`src/rtl/hzu_scoreboard_pkg.sv`:
```
// Shared types and decode helpers for the per-thread countdown hazard scoreboard.
// Decode uses has_src2/has_dst/instr_kind to drive the scoreboard's operand flags.
package hzu_scoreboard_pkg;

    typedef enum logic [1:0] {
        KIND_ALU   = 2'd0,
        KIND_MUL   = 2'd1,
        KIND_LOAD  = 2'd2,
        KIND_STORE = 2'd3
    } instr_kind_t;

    typedef enum logic [3:0] {
        OP_NOP = 4'd0,
        OP_ADD = 4'd1,
        OP_SUB = 4'd2,
        OP_AND = 4'd3,
        OP_OR  = 4'd4,
        OP_MOV = 4'd5,
        OP_MUL = 4'd6,
        OP_LDW = 4'd7,
        OP_STW = 4'd8,
        OP_BEQ = 4'd9
    } opcode_t;

    // A one-thread core still needs a 1-bit thread field.
    function automatic int clog2_min1(input int n);
        return (n > 1) ? $clog2(n) : 1;
    endfunction

    function automatic int max_of4(input int a, input int b, input int c, input int d);
        int m;
        m = a;
        if (b > m) m = b;
        if (c > m) m = c;
        if (d > m) m = d;
        return m;
    endfunction

    // The store's data register travels on src2.
    function automatic logic has_src2(input opcode_t op);
        case (op)
            OP_ADD, OP_SUB, OP_AND, OP_OR, OP_MUL, OP_STW, OP_BEQ: return 1'b1;
            default: return 1'b0;
        endcase
    endfunction

    function automatic logic has_dst(input opcode_t op);
        case (op)
            OP_ADD, OP_SUB, OP_AND, OP_OR, OP_MOV, OP_MUL, OP_LDW: return 1'b1;
            default: return 1'b0;
        endcase
    endfunction

    function automatic instr_kind_t instr_kind(input opcode_t op);
        case (op)
            OP_MUL:  return KIND_MUL;
            OP_LDW:  return KIND_LOAD;
            OP_STW:  return KIND_STORE;
            default: return KIND_ALU;
        endcase
    endfunction

endpackage

```
`src/rtl/hzu_scoreboard_if.sv`:
```
// Decode-to-issue handshake seen by the hazard scoreboard.
// master = decode side, slave = scoreboard.
interface hzu_scoreboard_if #(
    parameter int NUM_THREADS = 4,
    parameter int NUM_REGS    = 32
);
    import hzu_scoreboard_pkg::*;

    localparam int TID_W = clog2_min1(NUM_THREADS);
    localparam int REG_W = clog2_min1(NUM_REGS);

    logic             in_valid;
    logic [TID_W-1:0] in_thread;
    logic [REG_W-1:0] in_src1;
    logic [REG_W-1:0] in_src2;
    logic             in_use_src2;
    logic [REG_W-1:0] in_dst;
    logic             in_has_dst;
    instr_kind_t      in_kind;
    logic             itlb_miss;
    logic             icache_miss;
    logic             stall;
    logic             flush;
    logic [TID_W-1:0] flush_thread;
    logic             issue;
    logic             hazard_raw;
    logic             hazard_mem;
    logic             isvalid;
    logic [TID_W-1:0] out_thread;

    modport master (
        output in_valid, in_thread, in_src1, in_src2, in_use_src2, in_dst, in_has_dst,
               in_kind, itlb_miss, icache_miss, stall, flush, flush_thread,
        input  issue, hazard_raw, hazard_mem, isvalid, out_thread
    );

    modport slave (
        input  in_valid, in_thread, in_src1, in_src2, in_use_src2, in_dst, in_has_dst,
               in_kind, itlb_miss, icache_miss, stall, flush, flush_thread,
        output issue, hazard_raw, hazard_mem, isvalid, out_thread
    );

endinterface

```
`src/rtl/hzu_thread_sb.sv`:
```
// One thread's bank of per-register countdown counters: two async read ports,
// one set port, global decrement and a whole-bank clear.
module hzu_thread_sb #(
    parameter int NUM_REGS = 32,
    parameter int CNT_W    = 3,
    parameter int REG_W    = 5
) (
    input  logic             clk,
    input  logic             rst,
    input  logic [REG_W-1:0] rd_addr1,
    input  logic [REG_W-1:0] rd_addr2,
    output logic [CNT_W-1:0] rd_cnt1,
    output logic [CNT_W-1:0] rd_cnt2,
    input  logic             dec_en,
    input  logic             set_en,
    input  logic [REG_W-1:0] set_addr,
    input  logic [CNT_W-1:0] set_val,
    input  logic             clear
);

    logic [CNT_W-1:0] cnt_reg [NUM_REGS];

    // Clear beats set beats decrement; with dec_en low the bank holds.
    always_ff @(posedge clk) begin
        for (int r = 0; r < NUM_REGS; r++) begin
            if (rst || clear) begin
                cnt_reg[r] <= '0;
            end else if (set_en && set_addr == REG_W'(r)) begin
                cnt_reg[r] <= set_val;
            end else if (dec_en && cnt_reg[r] != '0) begin
                cnt_reg[r] <= cnt_reg[r] - CNT_W'(1);
            end
        end
    end

    assign rd_cnt1 = cnt_reg[rd_addr1];
    assign rd_cnt2 = cnt_reg[rd_addr2];

endmodule

```
`src/rtl/hzu_scoreboard.sv`:
```
// Per-thread RAW/memory hazard scoreboard between decode and issue: gates issue
// and registers isvalid/out_thread for the next stage.
module hzu_scoreboard
    import hzu_scoreboard_pkg::*;
#(
    parameter int NUM_THREADS   = 4,
    parameter int NUM_REGS      = 32,
    parameter int FORWARD       = 1,
    parameter int LAT_ALU       = 0,
    parameter int LAT_MUL       = 4,
    parameter int LAT_MEM       = 2,
    parameter int LAT_WB        = 4,
    parameter int SERIALIZE_MEM = 0,
    parameter int R0_ZERO       = 0
) (
    input logic clk,
    input logic rst,
    hzu_scoreboard_if.slave bus
);

    localparam int TID_W   = clog2_min1(NUM_THREADS);
    localparam int REG_W   = clog2_min1(NUM_REGS);
    localparam int MAX_LAT = max_of4(LAT_ALU, LAT_MUL, LAT_MEM, LAT_WB);
    localparam int CNT_W   = (MAX_LAT > 0) ? $clog2(MAX_LAT + 1) : 1;
    localparam int CNT_MAX = (1 << CNT_W) - 1;

    if (NUM_THREADS < 1) begin : g_chk_threads
        $error("hzu_scoreboard: NUM_THREADS must be at least 1");
    end
    if (NUM_REGS < 2) begin : g_chk_regs
        $error("hzu_scoreboard: NUM_REGS must be at least 2");
    end
    if (LAT_ALU > CNT_MAX || LAT_MUL > CNT_MAX || LAT_MEM > CNT_MAX || LAT_WB > CNT_MAX) begin : g_chk_lat
        $error("hzu_scoreboard: a latency does not fit the counter width");
    end

    logic [CNT_W-1:0]       rd1_cnt [NUM_THREADS];
    logic [CNT_W-1:0]       rd2_cnt [NUM_THREADS];
    logic [NUM_THREADS-1:0] set_vec;
    logic [NUM_THREADS-1:0] clr_vec;
    logic [CNT_W-1:0]       src1_cnt;
    logic [CNT_W-1:0]       src2_cnt;
    logic [CNT_W-1:0]       set_lat;
    logic [CNT_W-1:0]       st_cnt_reg;
    logic                   isvalid_reg;
    logic [TID_W-1:0]       out_thread_reg;
    logic                   src1_busy, src2_busy, is_mem, flush_hit;
    logic                   hazard_raw, hazard_mem, issue, set_dst, store_issue;

    function automatic logic [CNT_W-1:0] lat_of(input instr_kind_t k);
        if (FORWARD == 0) return CNT_W'(LAT_WB);
        case (k)
            KIND_MUL:  return CNT_W'(LAT_MUL);
            KIND_LOAD: return CNT_W'(LAT_MEM);
            default:   return CNT_W'(LAT_ALU);
        endcase
    endfunction

    for (genvar gi = 0; gi < NUM_THREADS; gi++) begin : g_thread
        assign clr_vec[gi] = bus.flush && (bus.flush_thread == TID_W'(gi));
        assign set_vec[gi] = set_dst && (bus.in_thread == TID_W'(gi));

        hzu_thread_sb #(
            .NUM_REGS (NUM_REGS),
            .CNT_W    (CNT_W),
            .REG_W    (REG_W)
        ) u_sb (
            .clk      (clk),
            .rst      (rst),
            .rd_addr1 (bus.in_src1),
            .rd_addr2 (bus.in_src2),
            .rd_cnt1  (rd1_cnt[gi]),
            .rd_cnt2  (rd2_cnt[gi]),
            .dec_en   (~bus.stall),
            .set_en   (set_vec[gi]),
            .set_addr (bus.in_dst),
            .set_val  (set_lat),
            .clear    (clr_vec[gi])
        );
    end

    // Only the issuing thread's bank is ever consulted.
    always_comb begin
        src1_cnt = '0;
        src2_cnt = '0;
        for (int t = 0; t < NUM_THREADS; t++) begin
            if (bus.in_thread == TID_W'(t)) begin
                src1_cnt = rd1_cnt[t];
                src2_cnt = rd2_cnt[t];
            end
        end
    end

    assign src1_busy  = (src1_cnt != '0) && !((R0_ZERO != 0) && (bus.in_src1 == '0));
    assign src2_busy  = (src2_cnt != '0) && !((R0_ZERO != 0) && (bus.in_src2 == '0));
    assign hazard_raw = bus.in_valid && (src1_busy || (bus.in_use_src2 && src2_busy));

    assign is_mem     = (bus.in_kind == KIND_LOAD) || (bus.in_kind == KIND_STORE);
    assign hazard_mem = (SERIALIZE_MEM != 0) && bus.in_valid && is_mem && (st_cnt_reg != '0);

    assign flush_hit  = bus.flush && (bus.flush_thread == bus.in_thread);
    assign issue      = bus.in_valid && !bus.itlb_miss && !bus.icache_miss && !bus.stall &&
                        !hazard_raw && !hazard_mem && !flush_hit;

    // With forwarding a store produces nothing the bypass network tracks.
    assign set_lat = lat_of(bus.in_kind);
    assign set_dst = issue && bus.in_has_dst &&
                     !((FORWARD != 0) && (bus.in_kind == KIND_STORE)) &&
                     !((R0_ZERO != 0) && (bus.in_dst == '0));

    assign store_issue = issue && (SERIALIZE_MEM != 0) && (bus.in_kind == KIND_STORE);

    // Store window survives flush: the store may already be committed.
    always_ff @(posedge clk) begin
        if (rst) begin
            st_cnt_reg <= '0;
        end else if (!bus.stall) begin
            if (store_issue) begin
                st_cnt_reg <= CNT_W'(LAT_MEM);
            end else if (st_cnt_reg != '0) begin
                st_cnt_reg <= st_cnt_reg - CNT_W'(1);
            end
        end
    end

    // A flushed thread cannot issue, so reloading from issue also drops its slot.
    always_ff @(posedge clk) begin
        if (rst) begin
            isvalid_reg    <= 1'b0;
            out_thread_reg <= '0;
        end else if (!bus.stall) begin
            isvalid_reg    <= issue;
            out_thread_reg <= bus.in_thread;
        end
    end

    assign bus.issue      = issue;
    assign bus.hazard_raw = hazard_raw;
    assign bus.hazard_mem = hazard_mem;
    assign bus.isvalid    = isvalid_reg;
    assign bus.out_thread = out_thread_reg;

endmodule

```
`src/flat_wrapper.sv`:
```
// flat-port wrapper written by rule: the top's interface ports become plain ports
module hzu_scoreboard_flat import hzu_scoreboard_pkg::*;
#(
    parameter int NUM_THREADS   = 4,
    parameter int NUM_REGS      = 32,
    parameter int FORWARD       = 1,
    parameter int LAT_ALU       = 0,
    parameter int LAT_MUL       = 4,
    parameter int LAT_MEM       = 2,
    parameter int LAT_WB        = 4,
    parameter int SERIALIZE_MEM = 0,
    parameter int R0_ZERO       = 0
)
  (clk, rst, bus_in_valid, bus_in_thread, bus_in_src1, bus_in_src2, bus_in_use_src2, bus_in_dst, bus_in_has_dst, bus_in_kind, bus_itlb_miss, bus_icache_miss, bus_stall, bus_flush, bus_flush_thread, bus_issue, bus_hazard_raw, bus_hazard_mem, bus_isvalid, bus_out_thread);
  hzu_scoreboard_if #(.NUM_THREADS(NUM_THREADS), .NUM_REGS(NUM_REGS)) bus_i ();
  input logic clk;
  input logic rst;
  input wire logic [$bits(bus_i.in_valid)-1:0] bus_in_valid;
  input wire logic [$bits(bus_i.in_thread)-1:0] bus_in_thread;
  input wire logic [$bits(bus_i.in_src1)-1:0] bus_in_src1;
  input wire logic [$bits(bus_i.in_src2)-1:0] bus_in_src2;
  input wire logic [$bits(bus_i.in_use_src2)-1:0] bus_in_use_src2;
  input wire logic [$bits(bus_i.in_dst)-1:0] bus_in_dst;
  input wire logic [$bits(bus_i.in_has_dst)-1:0] bus_in_has_dst;
  input wire logic [$bits(bus_i.in_kind)-1:0] bus_in_kind;
  input wire logic [$bits(bus_i.itlb_miss)-1:0] bus_itlb_miss;
  input wire logic [$bits(bus_i.icache_miss)-1:0] bus_icache_miss;
  input wire logic [$bits(bus_i.stall)-1:0] bus_stall;
  input wire logic [$bits(bus_i.flush)-1:0] bus_flush;
  input wire logic [$bits(bus_i.flush_thread)-1:0] bus_flush_thread;
  output wire logic [$bits(bus_i.issue)-1:0] bus_issue;
  output wire logic [$bits(bus_i.hazard_raw)-1:0] bus_hazard_raw;
  output wire logic [$bits(bus_i.hazard_mem)-1:0] bus_hazard_mem;
  output wire logic [$bits(bus_i.isvalid)-1:0] bus_isvalid;
  output wire logic [$bits(bus_i.out_thread)-1:0] bus_out_thread;
  assign bus_i.in_valid = bus_in_valid;
  assign bus_i.in_thread = bus_in_thread;
  assign bus_i.in_src1 = bus_in_src1;
  assign bus_i.in_src2 = bus_in_src2;
  assign bus_i.in_use_src2 = bus_in_use_src2;
  assign bus_i.in_dst = bus_in_dst;
  assign bus_i.in_has_dst = bus_in_has_dst;
  assign bus_i.in_kind = bus_in_kind;
  assign bus_i.itlb_miss = bus_itlb_miss;
  assign bus_i.icache_miss = bus_icache_miss;
  assign bus_i.stall = bus_stall;
  assign bus_i.flush = bus_flush;
  assign bus_i.flush_thread = bus_flush_thread;
  assign bus_issue = bus_i.issue;
  assign bus_hazard_raw = bus_i.hazard_raw;
  assign bus_hazard_mem = bus_i.hazard_mem;
  assign bus_isvalid = bus_i.isvalid;
  assign bus_out_thread = bus_i.out_thread;
  hzu_scoreboard #(.NUM_THREADS(NUM_THREADS), .NUM_REGS(NUM_REGS), .FORWARD(FORWARD), .LAT_ALU(LAT_ALU), .LAT_MUL(LAT_MUL), .LAT_MEM(LAT_MEM), .LAT_WB(LAT_WB), .SERIALIZE_MEM(SERIALIZE_MEM), .R0_ZERO(R0_ZERO)) u_core (.clk(clk), .rst(rst), .bus(bus_i));
endmodule
```
`config.mk`:
```
export PLATFORM = sky130hd
export DESIGN_NAME = hzu_scoreboard_flat
export DESIGN_NICKNAME = d
export VERILOG_FILES = /design/src/rtl/hzu_scoreboard_pkg.sv /design/src/rtl/hzu_scoreboard_if.sv /design/src/rtl/hzu_thread_sb.sv /design/src/rtl/hzu_scoreboard.sv /design/src/flat_wrapper.sv
export SDC_FILE = /design/constraint.sdc
export NUM_CORES = 1
export LEC_CHECK = 0
export ABC_CLOCK_PERIOD_IN_PS = 5410
export CAP_MARGIN = 5
export CORE_MARGIN = 8
export CORE_UTILIZATION = 40
export CTS_BUF_LIST = sky130_fd_sc_hd__clkbuf_2 sky130_fd_sc_hd__clkbuf_4 sky130_fd_sc_hd__clkbuf_8
export CTS_CLUSTER_SIZE = 14
export DETAILED_ROUTE_END_ITERATION = 12
export GPL_ROUTABILITY_DRIVEN = 0
export SYNTH_ARGS = -nofsm -noshare
export SYNTH_HDL_FRONTEND = slang
export SYNTH_SLANG_ARGS = --single-unit
```
`constraint.sdc`:
```
create_clock -name clk -period 5.41 [get_ports clk]
set_clock_uncertainty 0.15 [all_clocks]
set_input_delay 1.082 -clock clk [delete_from_list [all_inputs] [get_ports clk]]
set_output_delay 1.082 -clock clk [all_outputs]
set_load 0.05 [all_outputs]
```
==> flow_metrics.env <==
export IMPL_status="complete, no violations"
export IMPL_clock_latency_ns=0.72
export IMPL_period_share=0.997
export IMPL_final_cells=4310
export IMPL_post_cts_buffers=0
export IMPL_grt_antenna_before_repair=3
export IMPL_hold_viol_final=0
export IMPL_worstSetupPathType="in2out"
export IMPL_cts_root_buf="clkbuf_8"
export IMPL_synth_cell_types=75
export IMPL_largest_register_ffs=384
export IMPL_routedWlPerCell_um=25.9
export IMPL_syn_to_final_growth_pct=10.9
export IMPL_fmax_ghz=0.185
export IMPL_ctsHtreeMaxLevel=3
export IMPL_synth_compound_area_frac=0.109
export IMPL_grt_max_degree=162
export IMPL_wl_mm=112
export IMPL_synth_edf_count=384
export IMPL_first_iter_violations=3530
export IMPL_port_buffers=34
export IMPL_ys_ff_latch=387
export IMPL_cts_sinks=387
export IMPL_postRouteAntennaNets=0
export IMPL_fin_hold_ws_ns=0.323
export IMPL_synthAdderAreaFrac=0.102
export IMPL_worst_slack_ns=0.0182
export IMPL_viasPerCell=6.41
export IMPL_yosys_warnings=0
export IMPL_die_h_um=296
export IMPL_peakVddDrop_v=0.000149
export IMPL_grt_first_pass_wirelength_mm=168
export IMPL_leakage_nw=13.9
export IMPL_finalSetupViolCount=0
export IMPL_pre_cts_ws_ns=-0.227
export IMPL_yosys_top_cells_area="edfxtp_1 (37%), ha_1 (10%), mux2i_1 (7.3%)"
export IMPL_netlist_area_mm2=0.0314
export IMPL_synth_xor_xnor_area_share=0.000558
export IMPL_start_util=0.405
export IMPL_syn_num_nets=3519
export IMPL_cp_buffers_inverters=4
export IMPL_maxCapViolations=0
export IMPL_synth_top_family_by_area="simple AND/OR/NAND/NOR gates"
export IMPL_clk_path_buf_depth=3
export IMPL_cts_hold_buffers_added=0
export IMPL_syn_instance_count=3233
export IMPL_post_place_cells=4171
export IMPL_layout_commonest_cell="inv_1"
export IMPL_final_setup_tns_ns=0
export IMPL_grt_overflow=0
export IMPL_ys_async_sr_fraction=0
export IMPL_rows=102
export IMPL_start_kind="primary input"
export IMPL_worstPathArrival_ns=4.16
export IMPL_worst_pin_slew_ns=1.21
export IMPL_ys_flop_type="edfxtp_1"
export IMPL_hpwl_mm=78.6
export IMPL_cp_max_fo=13
export IMPL_cp_slowest_stage_delay_ns=0.46
export IMPL_dieArea_mm2=0.0878
export IMPL_placed_area_mm2=0.0332
export IMPL_worstPathCellList="clkdlybuf4s50_1 > buf_4 > clkinv_2 > a311o_1 > o311ai_0 > o311ai_0 > a32oi_2 > nor3_4 > nand4_1 > and2_1 > buf_12"
export IMPL_fillerInstances=7463
export IMPL_numCtsBuffers=76
export IMPL_critPathRequiredTime_ns=4.18
export IMPL_crit_top_cell="o311ai_0"
export IMPL_final_cell_mix="inv_1 (393), edfxtp_1 (384), ha_1 (256), mux2i_1 (228), nor2_1 (207)"
export IMPL_relSlewSlack=0.194
export IMPL_ios=36
export IMPL_num_vias=27648
export IMPL_end_kind="output port"
export IMPL_cts_tree="built"
export IMPL_synth_top_cell_area_share=0.367
export IMPL_drive_gt1_frac=0.125
export IMPL_powerDensity_mw_per_mm2=289
export IMPL_fin_nets=3495
export IMPL_path_clk_slew_ns=0.06
export IMPL_grt_pass1_vias=26592
export IMPL_firstDrtPassIters=7
export IMPL_syn_area_per_cell_um2=9.72
export IMPL_postLayoutCellArea_mm2=0.0349
export IMPL_cp_top_family="compound AO/OA/AOI/OAI gates"
export IMPL_core_mm2=0.0776
export IMPL_yosys_area_share_simple=0.213
export IMPL_yosysSeqAreaShare=0.369
export IMPL_yosysTopAreaCell="edfxtp_1"
export IMPL_die_x_um=296
export IMPL_grt_use_total=0.248
export IMPL_synthMuxAreaShare=0.123
export IMPL_hold_class="reg2reg"
export IMPL_min_period_ns=5.39
export IMPL_cpMaxStageDelayCell="clkdlybuf4s50_1"
export IMPL_report_final_slew_viol_count=0
export IMPL_drc=0
[routing by layer]
| metal | wire, um | global-route usage | vias up |
|---|---|---|---|
| li1 | - | - | 12278 |
| met1 | 45200 | 0.333 | 13411 |
| met2 | 48300 | 0.378 | 1614 |
| met3 | 12100 | 0.0522 | 341 |
| met4 | 6140 | 0.126 | 4 |
| met5 | 29 | 0 | - |
[kinds of logic after synthesis]
group	Yosys count
AOI/OAI and AO/OA	440
xor gates and xnor gates	2
adders and majority gates	256
buffers and inverters	664
DFF	387
muxes	302
other	1
and+or+nand+nor	1181
[report_power, final]
group          total [W]  switching, W  internal, W
sequential       0.00415      0.000346      0.00381
combinational    0.00268       0.00163      0.00105
clock            0.00322       0.00146      0.00176
total             0.0101       0.00343      0.00663
[worst paths after layout]
| check | start | end | slack, ns | depth (start not counted) |
|---|---|---|---|---|
| max reg2reg | u_core.g_thread[1].u_sb.cnt_reg[20][0]$_SDFFCE_PN0P_ | u_core.g_thread[2].u_sb.cnt_reg[24][0]$_SDFFCE_PN0P_ | 1.31 | 10 |
| min reg2reg | u_core.bus.isvalid$_SDFFE_PP0N_ | u_core.bus.isvalid$_SDFFE_PP0N_ | 0.32 | 2 |
| min | u_core.bus.isvalid$_SDFFE_PP0N_ | u_core.bus.isvalid$_SDFFE_PP0N_ | 0.32 | 2 |
| max | bus_in_src1[3] | bus_hazard_raw | 0.02 | 11 |
[Yosys cell counts (7+ instances only)]
| cell type | count |
|---|---|
| nand3b_1 | 68 |
| clkbuf_1 | 178 |
| o221ai_2 | 30 |
| buf_1 | 15 |
| o22ai_1 | 7 |
| nor2b_1 | 17 |
| mux4_2 | 66 |
| mux2_2 | 8 |
| nand3_1 | 46 |
| mux2i_1 | 228 |
| inv_1 | 393 |
| or4_1 | 99 |
| and4_1 | 32 |
| and4b_1 | 32 |
| a31oi_1 | 31 |
| buf_2 | 62 |
| a311oi_1 | 29 |
| nor3b_1 | 11 |
| o41ai_1 | 63 |
| or3_1 | 70 |
| nand2_1 | 172 |
| a21oi_1 | 111 |
| and3_1 | 9 |
| nand2b_1 | 16 |
| nor4b_1 | 33 |
| and2_1 | 7 |
| nor4_1 | 47 |
| o31ai_1 | 7 |
| o311ai_0 | 10 |
| buf_4 | 7 |
| ha_1 | 256 |
| nor2_1 | 210 |
| o211ai_1 | 41 |
| edfxtp_1 | 384 |
| nor3_1 | 195 |
| o21ai_0 | 12 |
| a211oi_1 | 18 |
| nand4_1 | 101 |
| a22oi_1 | 11 |
[final cells by class]
class	count	area, um2	area share
timing repair buffer	166	1540	0.0442
antenna	2	5.00	0.000144
clock inverter	34	309	0.00887
tap	1040	1300	0.0373
sequential	387	11600	0.333
clock buffer	103	1260	0.0362
multi-input combinational	2182	17400	0.498
inverter	396	1490	0.0427
[what timing repair did]
item / 4_1_cts / 5_1_grt
resized for setup: 2 / 6
hold endpoints to repair: 0 / 0
endpoints found under the setup margin: 2 / 2
[worst register-to-register path, cell delays in order, from the launching register on]
cell and delay (ns):
edfxtp_1 0.45, mux4_2 0.54, mux2i_1 0.17, o21ai_1 0.15, a2111oi_4 0.55, nor4_4 0.14, or3_2 0.50, buf_4 0.41
nor3_4 0.34, buf_4 0.28, a21oi_1 0.10
[through the flow]
step                total power (W)   util
finish                       0.0101  0.449
CTS                          0.0100  0.449
global route                 0.0105  0.449
floorplan                   0.00590      -
detailed placement          0.00682  0.428
global placement            0.00679  0.428
Note: power is estimated with default switching activity, not from simulation.
